**config.mk**
```make
export PLATFORM = sky130hd
export DESIGN_NAME = next_pc_ctrl_flat
export DESIGN_NICKNAME = d
export VERILOG_FILES = /design/src/rtl/fetch_pkg.sv /design/src/rtl/next_pc_ctrl_if.sv /design/src/rtl/next_pc_ctrl_btb_bht.sv /design/src/rtl/next_pc_ctrl.sv /design/src/flat_wrapper.sv
export SDC_FILE = /design/constraint.sdc
export NUM_CORES = 2
export LEC_CHECK = 0
export CAP_MARGIN = 10
export CORE_MARGIN = 5
export CORE_UTILIZATION = 45
export DETAILED_ROUTE_END_ITERATION = 6
export PLACE_DENSITY = 0.73
export SLEW_MARGIN = 10
export SYNTH_ARGS = -nofsm -noshare
export SYNTH_HDL_FRONTEND = slang
export SYNTH_SLANG_ARGS = --single-unit
```
**constraint.sdc**
```tcl
create_clock -name clk -period 12 [get_ports clk]
set_input_delay 2.4 -clock clk [delete_from_list [all_inputs] [get_ports clk]]
set_output_delay 2.4 -clock clk [all_outputs]
set_load 0.1 [all_outputs]
```
**src/rtl/fetch_pkg.sv**
```systemverilog
// Shared types and constants for the fetch-stage next-PC scheduler and its BTB.
package fetch_pkg;

  localparam int DATA_SIZE = 32;
  // Tag is kept at the widest possible size; narrower tags are zero-extended.
  localparam int TAG_W     = DATA_SIZE - 2;

  localparam logic [DATA_SIZE-1:0] RESET_PC_DEF = 32'h0fff_fffc;
  localparam logic [DATA_SIZE-1:0] PC_STEP      = 32'd4;

  localparam logic [1:0] CNT_WEAK_T   = 2'b10;
  localparam logic [1:0] CNT_STRONG_T = 2'b11;
  localparam logic [1:0] CNT_RST      = 2'b01;

  typedef enum logic {RUN, HOLD} state_t;

  typedef struct packed {
    logic                 valid;
    logic [TAG_W-1:0]     tag;
    logic [DATA_SIZE-1:0] target;
    logic [1:0]           cnt;
  } btb_entry_t;

  // Two-bit saturating direction counter.
  function automatic logic [1:0] cnt_update(input logic [1:0] cnt, input logic taken);
    logic [1:0] res;
    res = cnt;
    if (taken && cnt != 2'b11) begin
      res = cnt + 2'b01;
    end else if (!taken && cnt != 2'b00) begin
      res = cnt - 2'b01;
    end
    return res;
  endfunction

endpackage

```
**src/rtl/next_pc_ctrl_if.sv**
```systemverilog
// Fetch-side bus of the next-PC scheduler: PC feedback, stalls, EXE resolution, next PC.
interface next_pc_ctrl_if;
  import fetch_pkg::*;

  logic [DATA_SIZE-1:0] pc_cur;
  logic                 Istall;
  logic                 Dstall;
  logic                 exe_valid;
  logic                 exe_is_jump;
  logic [DATA_SIZE-1:0] exe_pc;
  logic                 exe_taken;
  logic [DATA_SIZE-1:0] exe_target;
  logic                 exe_pred_taken;
  logic [DATA_SIZE-1:0] exe_pred_target;
  logic [DATA_SIZE-1:0] pc_next;
  logic                 pred_taken;
  logic [DATA_SIZE-1:0] pred_target;
  logic                 flush;

  modport master (
    output pc_cur, Istall, Dstall, exe_valid, exe_is_jump, exe_pc, exe_taken,
           exe_target, exe_pred_taken, exe_pred_target,
    input  pc_next, pred_taken, pred_target, flush
  );

  modport slave (
    input  pc_cur, Istall, Dstall, exe_valid, exe_is_jump, exe_pc, exe_taken,
           exe_target, exe_pred_taken, exe_pred_target,
    output pc_next, pred_taken, pred_target, flush
  );
endinterface

```
**src/rtl/next_pc_ctrl_btb_bht.sv**
```systemverilog
// Direct-mapped BTB with 2-bit direction counters: combinational lookup, one
// synchronous update port. Lookup sees pre-update contents on a same-cycle write.
module btb_bht
  import fetch_pkg::*;
#(
  parameter int BTB_ENTRIES = 16
) (
  input  logic                 clk,
  input  logic                 rst,
  input  logic [DATA_SIZE-1:0] lk_pc,
  output logic                 lk_taken,
  output logic [DATA_SIZE-1:0] lk_target,
  input  logic                 upd_en,
  input  logic [DATA_SIZE-1:0] upd_pc,
  input  logic                 upd_taken,
  input  logic                 upd_jump,
  input  logic [DATA_SIZE-1:0] upd_target
);

  localparam int IDX_W = $clog2(BTB_ENTRIES);
  localparam btb_entry_t ENTRY_RST = '{valid: 1'b0, tag: '0, target: '0, cnt: CNT_RST};

  btb_entry_t entry_reg [BTB_ENTRIES];
  btb_entry_t entry_next;
  logic       wr_any;
  logic [BTB_ENTRIES-1:0] wr_en;

  logic [IDX_W-1:0] lk_idx;
  logic [TAG_W-1:0] lk_tag;
  btb_entry_t       lk_entry;
  logic             lk_hit;

  logic [IDX_W-1:0] upd_idx;
  logic [TAG_W-1:0] upd_tag;
  btb_entry_t       upd_cur;
  logic             upd_hit;

  assign lk_idx   = lk_pc[2 +: IDX_W];
  assign lk_tag   = TAG_W'(lk_pc >> (2 + IDX_W));
  assign lk_entry = entry_reg[lk_idx];
  assign lk_hit   = lk_entry.valid && (lk_entry.tag == lk_tag);
  assign lk_taken  = lk_hit && lk_entry.cnt[1];
  assign lk_target = lk_hit ? lk_entry.target : '0;

  assign upd_idx = upd_pc[2 +: IDX_W];
  assign upd_tag = TAG_W'(upd_pc >> (2 + IDX_W));
  assign upd_cur = entry_reg[upd_idx];
  assign upd_hit = upd_cur.valid && (upd_cur.tag == upd_tag);

  always_comb begin
    entry_next = upd_cur;
    wr_any     = 1'b0;
    if (upd_en) begin
      if (upd_hit) begin
        wr_any         = 1'b1;
        entry_next.cnt = upd_jump ? CNT_STRONG_T : cnt_update(upd_cur.cnt, upd_taken);
        if (upd_taken) begin
          entry_next.target = upd_target;
        end
      end else if (upd_taken) begin
        wr_any     = 1'b1;
        entry_next = '{valid: 1'b1, tag: upd_tag, target: upd_target,
                       cnt: (upd_jump ? CNT_STRONG_T : CNT_WEAK_T)};
      end
    end
  end

  genvar gi;
  generate
    for (gi = 0; gi < BTB_ENTRIES; gi++) begin : g_entry
      assign wr_en[gi] = wr_any && (upd_idx == IDX_W'(gi));

      always_ff @(posedge clk) begin
        if (rst) begin
          entry_reg[gi] <= ENTRY_RST;
        end else if (wr_en[gi]) begin
          entry_reg[gi] <= entry_next;
        end
      end
    end
  endgenerate

endmodule

```
**src/rtl/next_pc_ctrl.sv**
```systemverilog
// Next-PC scheduler: chooses PC+4, BTB prediction or EXE redirect, holds
// redirects across pipeline stalls and raises the IF/ID flush.
module next_pc_ctrl
  import fetch_pkg::*;
#(
  parameter int                   BTB_ENTRIES = 16,
  parameter logic [DATA_SIZE-1:0] RESET_PC    = RESET_PC_DEF
) (
  input logic           clk,
  input logic           rst,
  next_pc_ctrl_if.slave bus
);

  state_t               state_reg;
  logic [DATA_SIZE-1:0] redir_pc_reg;

  logic                 stall;
  logic                 mispredict;
  logic [DATA_SIZE-1:0] correct_pc;
  logic                 lk_taken;
  logic [DATA_SIZE-1:0] lk_target;
  logic                 btb_upd_en;
  logic [DATA_SIZE-1:0] pc_next_c;
  logic                 flush_c;

  assign stall = bus.Istall | bus.Dstall;

  assign mispredict = bus.exe_valid &&
                      ((bus.exe_taken != bus.exe_pred_taken) ||
                       (bus.exe_taken && (bus.exe_target != bus.exe_pred_target)));

  assign correct_pc = bus.exe_taken ? bus.exe_target : (bus.exe_pc + PC_STEP);

  // Stalled cycles never update, so a resolution held in HOLD is written
  // exactly once, on the release cycle, from its still-stable EXE inputs.
  assign btb_upd_en = bus.exe_valid && !stall;

  btb_bht #(
    .BTB_ENTRIES(BTB_ENTRIES)
  ) u_btb (
    .clk       (clk),
    .rst       (rst),
    .lk_pc     (bus.pc_cur),
    .lk_taken  (lk_taken),
    .lk_target (lk_target),
    .upd_en    (btb_upd_en),
    .upd_pc    (bus.exe_pc),
    .upd_taken (bus.exe_taken),
    .upd_jump  (bus.exe_is_jump),
    .upd_target(bus.exe_target)
  );

  always_ff @(posedge clk) begin
    if (rst) begin
      state_reg    <= RUN;
      redir_pc_reg <= '0;
    end else begin
      case (state_reg)
        RUN: begin
          if (mispredict && stall) begin
            state_reg    <= HOLD;
            redir_pc_reg <= correct_pc;
          end
        end
        HOLD: begin
          if (!stall) begin
            state_reg <= RUN;
          end
        end
        default: state_reg <= RUN;
      endcase
    end
  end

  // A redirect (pending or fresh) always wins over the BTB prediction.
  always_comb begin
    pc_next_c = lk_taken ? lk_target : (bus.pc_cur + PC_STEP);
    flush_c   = 1'b0;
    if (rst) begin
      pc_next_c = RESET_PC + PC_STEP;
    end else if (state_reg == HOLD) begin
      pc_next_c = redir_pc_reg;
      flush_c   = !stall;
    end else if (mispredict) begin
      pc_next_c = correct_pc;
      flush_c   = !stall;
    end
  end

  assign bus.pc_next     = pc_next_c;
  assign bus.flush       = flush_c;
  assign bus.pred_taken  = rst ? 1'b0 : lk_taken;
  assign bus.pred_target = rst ? '0 : lk_target;

endmodule

```
**src/flat_wrapper.sv**
```systemverilog
// flat-port wrapper written by rule: the top's interface ports become plain ports
module next_pc_ctrl_flat import fetch_pkg::*;
#(
  parameter int                   BTB_ENTRIES = 16,
  parameter logic [DATA_SIZE-1:0] RESET_PC    = RESET_PC_DEF
)
  (clk, rst, bus_pc_cur, bus_Istall, bus_Dstall, bus_exe_valid, bus_exe_is_jump, bus_exe_pc, bus_exe_taken, bus_exe_target, bus_exe_pred_taken, bus_exe_pred_target, bus_pc_next, bus_pred_taken, bus_pred_target, bus_flush);
  next_pc_ctrl_if bus_i ();
  input logic clk;
  input logic rst;
  input wire logic [$bits(bus_i.pc_cur)-1:0] bus_pc_cur;
  input wire logic [$bits(bus_i.Istall)-1:0] bus_Istall;
  input wire logic [$bits(bus_i.Dstall)-1:0] bus_Dstall;
  input wire logic [$bits(bus_i.exe_valid)-1:0] bus_exe_valid;
  input wire logic [$bits(bus_i.exe_is_jump)-1:0] bus_exe_is_jump;
  input wire logic [$bits(bus_i.exe_pc)-1:0] bus_exe_pc;
  input wire logic [$bits(bus_i.exe_taken)-1:0] bus_exe_taken;
  input wire logic [$bits(bus_i.exe_target)-1:0] bus_exe_target;
  input wire logic [$bits(bus_i.exe_pred_taken)-1:0] bus_exe_pred_taken;
  input wire logic [$bits(bus_i.exe_pred_target)-1:0] bus_exe_pred_target;
  output wire logic [$bits(bus_i.pc_next)-1:0] bus_pc_next;
  output wire logic [$bits(bus_i.pred_taken)-1:0] bus_pred_taken;
  output wire logic [$bits(bus_i.pred_target)-1:0] bus_pred_target;
  output wire logic [$bits(bus_i.flush)-1:0] bus_flush;
  assign bus_i.pc_cur = bus_pc_cur;
  assign bus_i.Istall = bus_Istall;
  assign bus_i.Dstall = bus_Dstall;
  assign bus_i.exe_valid = bus_exe_valid;
  assign bus_i.exe_is_jump = bus_exe_is_jump;
  assign bus_i.exe_pc = bus_exe_pc;
  assign bus_i.exe_taken = bus_exe_taken;
  assign bus_i.exe_target = bus_exe_target;
  assign bus_i.exe_pred_taken = bus_exe_pred_taken;
  assign bus_i.exe_pred_target = bus_exe_pred_target;
  assign bus_pc_next = bus_i.pc_next;
  assign bus_pred_taken = bus_i.pred_taken;
  assign bus_pred_target = bus_i.pred_target;
  assign bus_flush = bus_i.flush;
  next_pc_ctrl #(.BTB_ENTRIES(BTB_ENTRIES), .RESET_PC(RESET_PC)) u_core (.clk(clk), .rst(rst), .bus(bus_i));
endmodule
```
==> run_results.csv <==
group,metric,value,unit
power,total_power,9270,uW
worst_setup_path,critPathBufInv,4,
logic_synthesis,seq_area_frac_synth,0.546,
logic_synthesis,yosysUniqueCellTypes,87,
power,comb_power_share,0.154,
min_path,whs_path_depth,2,
logic_synthesis,synth_seq_cells,1073,
worst_setup_path,crit_chain,"buf_8, buf_4, mux4_2, mux4_2, xor2_1, nor2_1, nand4b_1, or4_1, nor4b_4, buf_4, mux2i_1, o22ai_1, buf_4",
clock_tree,cts_hold_buf,0,
sta,clock.fmax,92.6,MHz
logic_synthesis,async_reset_ff_frac,0,
power,power.leakage,0.0231,uW
drt,wl_per_cell,36.8,um
worst_setup_path,critPathLaunchType,"input pin",
sta,worst_pin_slew,1370,ps
clock_tree,cts_tree,"built",
placement,place_congestion,1.02,
job,max_cap_violations,0,
sta,fin_tns_setup,0,ps
worst_setup_path,crit_slowest_cell,"mux2i_1",
worst_setup_path,cp.arrival,8400,ps
global_routing,grt_pass1_wl,315,mm
logic_synthesis,synth_cells,4284,
die,ios,202,
clock_tree,clk_pin_slew,60,ps
min_path,hold_start,"u_core.redir_pc_reg[19]$_SDFFE_PP0P_",
sta,min_period,10800,ps
drt,route.detailed.drc,0,
placement,io_buffers,201,
clock_tree,clockBufferDepth,3,
logic_synthesis,synth.avg_cell_area,13.6,sq um
clock_tree,cts.repair.resized,0,
cells_and_area,synthToLayoutAreaGrowth,13.0,%
cells_and_area,mostFrequentLayoutCell,"edfxtp_1",
worst_setup_path,rrSetupSlack,5510,ps
worst_setup_path,cp_max_fo,93,
sta,hold_viol,0,
power,p_per_area,141,nW/um^2
logic_synthesis,synth_ff_type,"edfxtp_1",
sta,post-route-period-util,0.900,
power,switchingPower,2570,uW
worst_setup_path,timing.rr.start,"u_core.u_btb.entry_reg[0][56]$_SDFFCE_PN0P_",
worst_setup_path,crit_type,"input pin to output port",
die,die_x,370,um
logic_synthesis,netlist_area,58400,sq um
min_path,hold_class,"flop to flop",
placement,dp.cells,6002,
cells_and_area,post-route-util,0.510,
cells_and_area,drive_gt1_frac,0.221,
drt,drt_iter0_drc,8680,
logic_synthesis,yosys.area.top_type,"edfxtp_1",
logic_synthesis,yosysWarnings,0,
power,clkPwrFrac,0.379,
cells_and_area,final_cells,6225,
worst_setup_path,cp-end-kind,"output port",
worst_setup_path,r2r.worst_path.cells,12,
sta,setup_viol,0,
clock_tree,clock_latency,750,ps
sta,slew_headroom,0.0771,
worst_setup_path,crit_top_cell,"buf_4",
logic_synthesis,synth.area.top_cells,"edfxtp_1, mux4_2, nor2_1",
drt,routed-via-count,43749,
die,die_area,137000,sq um
power,seqPwrFrac,0.466,
worst_setup_path,crit_required,9600,ps
cells_and_area,most-common-layout-cells,"edfxtp_1, nor2_1, mux4_2",
die,core_area,129000,sq um
clock_tree,cts_root_buf,"clkbuf_16",
global_routing,overflow,0,
logic_synthesis,synth_edf_count,1040,
sta,rsz0062_at_grt,"no",
drt,via_per_inst,7.03,
min_path,min_to,"u_core.redir_pc_reg[19]$_SDFFE_PP0P_",
clock_tree,cts_buffers,112,
die,rows,132,
sta,report.final.slew_viol_count,0,
placement,dpl.hpwl,143,mm
drt,final_antenna_net_count,0,
sta,whs,456,ps
outcome,outcome,"finished, final reports clean",
global_routing,grt_max_degree,94,
clock_tree,cts_setup_buffers,0,
global_routing,grt_pass1_vias,42492,
die,initial_core_util,0.452,
sta,fin_worst_skew,56.1,ps
worst_setup_path,critPathTopFamily,"buffers and inverters",
power,max-vdd-ir-drop,0.000126,V
logic_synthesis,yosysTopAreaCellShare,0.535,
global_routing,antenna_found_initial,21,
die,die_height,370,um
global_routing,grt_use_total,0.326,
drt,first_pass_iters,6,
worst_setup_path,r2r-end,"u_core.u_btb.entry_reg[1][43]$_SDFFCE_PN0P_",
power,switching_share,0.277,
worst_setup_path,crit_path_max_incr_delay,990,ps
drt,wl,229,mm
cells_and_area,num-nets-final,4519,
clock_tree,numClockSinks,1073,
power,internal-power,6700,uW
clock_tree,htree_levels,3,
cells_and_area,largest_reg_flops,1040,
-- synth_stat cells, types with 6 or more instances --
| cell | n |
|---|---|
| a31oi_1 | 13 |
| ha_1 | 7 |
| dfxtp_1 | 33 |
| nor3_1 | 33 |
| o211ai_1 | 10 |
| a31o_1 | 6 |
| nand2b_1 | 14 |
| a2bb2oi_1 | 6 |
| buf_4 | 19 |
| nand2_1 | 152 |
| nor4_1 | 29 |
| buf_2 | 105 |
| mux2i_1 | 215 |
| xor2_1 | 41 |
| xnor2_1 | 79 |
| mux2_2 | 22 |
| edfxtp_1 | 1040 |
| a221oi_1 | 6 |
| a21oi_1 | 72 |
| and3_1 | 13 |
| or4_1 | 7 |
| buf_1 | 51 |
| a22o_1 | 12 |
| a211oi_1 | 33 |
| o22ai_1 | 36 |
| nand4_1 | 37 |
| a22oi_1 | 33 |
| mux2i_2 | 20 |
| mux4_2 | 519 |
| and2_1 | 41 |
| or3_1 | 9 |
| a31o_2 | 11 |
| inv_1 | 59 |
| nand3_1 | 27 |
| o2111ai_1 | 22 |
| clkbuf_1 | 215 |
| buf_6 | 19 |
| nor3b_1 | 6 |
| nor2b_1 | 14 |
| o21ai_0 | 63 |
| a2111oi_0 | 6 |
| nor2_1 | 1026 |
-- metrics by stage --
step | setup WS (ps) | area [sq um]
after floorplan | 876 | 58600
after global placement | 1580 | 62200
after detailed placement | 1620 | 62200
after CTS | 1620 | 65900
after global routing | 1310 | 66000
final | 1200 | 66000
-- worst max-delay path by stage --
stage	depth (start not counted)	slack [ps]	start	to
2_1_floorplan	13	880	bus_pc_cur[2]	bus_pc_next[10]
3_3_place_gp	13	1580	bus_pc_cur[2]	bus_pc_next[2]
3_5_place_dp	13	1620	bus_pc_cur[2]	bus_pc_next[2]
4_1_cts	13	1620	bus_pc_cur[2]	bus_pc_next[2]
5_1_grt	13	1310	bus_pc_cur[2]	bus_pc_next[2]
6_report	13	1200	bus_pc_cur[3]	bus_pc_next[2]
-- power groups by stage --
stage,clock network [uW],logic (uW),registers (uW)
after floorplan,0,857,4370
after global placement,0,1350,4380
after detailed placement,0,1360,4400
after CTS,3500,1360,4320
after global routing,3660,1450,4330
final,3520,1430,4320
-- worst min-delay path, cell delays in order (launching register included) --
cell     delay [ps]
dfxtp_1         310
nand2_1          50
a21oi_1          50
-- cell families (layout without fill, tap and decap cells) --
logic type | after synthesis | count (layout) | share of synthesized area
simple gates | 1439 | 1439 | 0.105
xor+xnor | 120 | 120 | 0.0180
other cells | 1 | 76 | 0.0000642
compound gates | 393 | 393 | 0.0469
fa+ha+maj | 7 | 7 | 0.00150
mux | 777 | 777 | 0.246
flops | 1073 | 1073 | 0.546
buf+inv | 474 | 598 | 0.0368
-- per-layer routing --
metal	vias up	track usage	routed length, um
li1	16600	-	-
met1	21556	0.419	73600
met2	4569	0.458	94400
met3	1008	0.146	43600
met4	16	0.189	17200
met5	-	0.0103	512
-- final cells by class --
| class | count | area, sq um |
|---|---|---|
| Inverter | 62 | 240 |
| Clock inverter | 60 | 597 |
| Sequential cell | 1073 | 31900 |
| Multi-Input combinational cell | 2800 | 24900 |
| Antenna cell | 12 | 30.0 |
| Clock buffer | 149 | 3040 |
| Timing Repair Buffer | 327 | 3090 |
| Fill cell | 10590 | 63300 |
| Tap cell | 1742 | 2180 |
No activity file was read; power rests on OpenSTA's default activity.
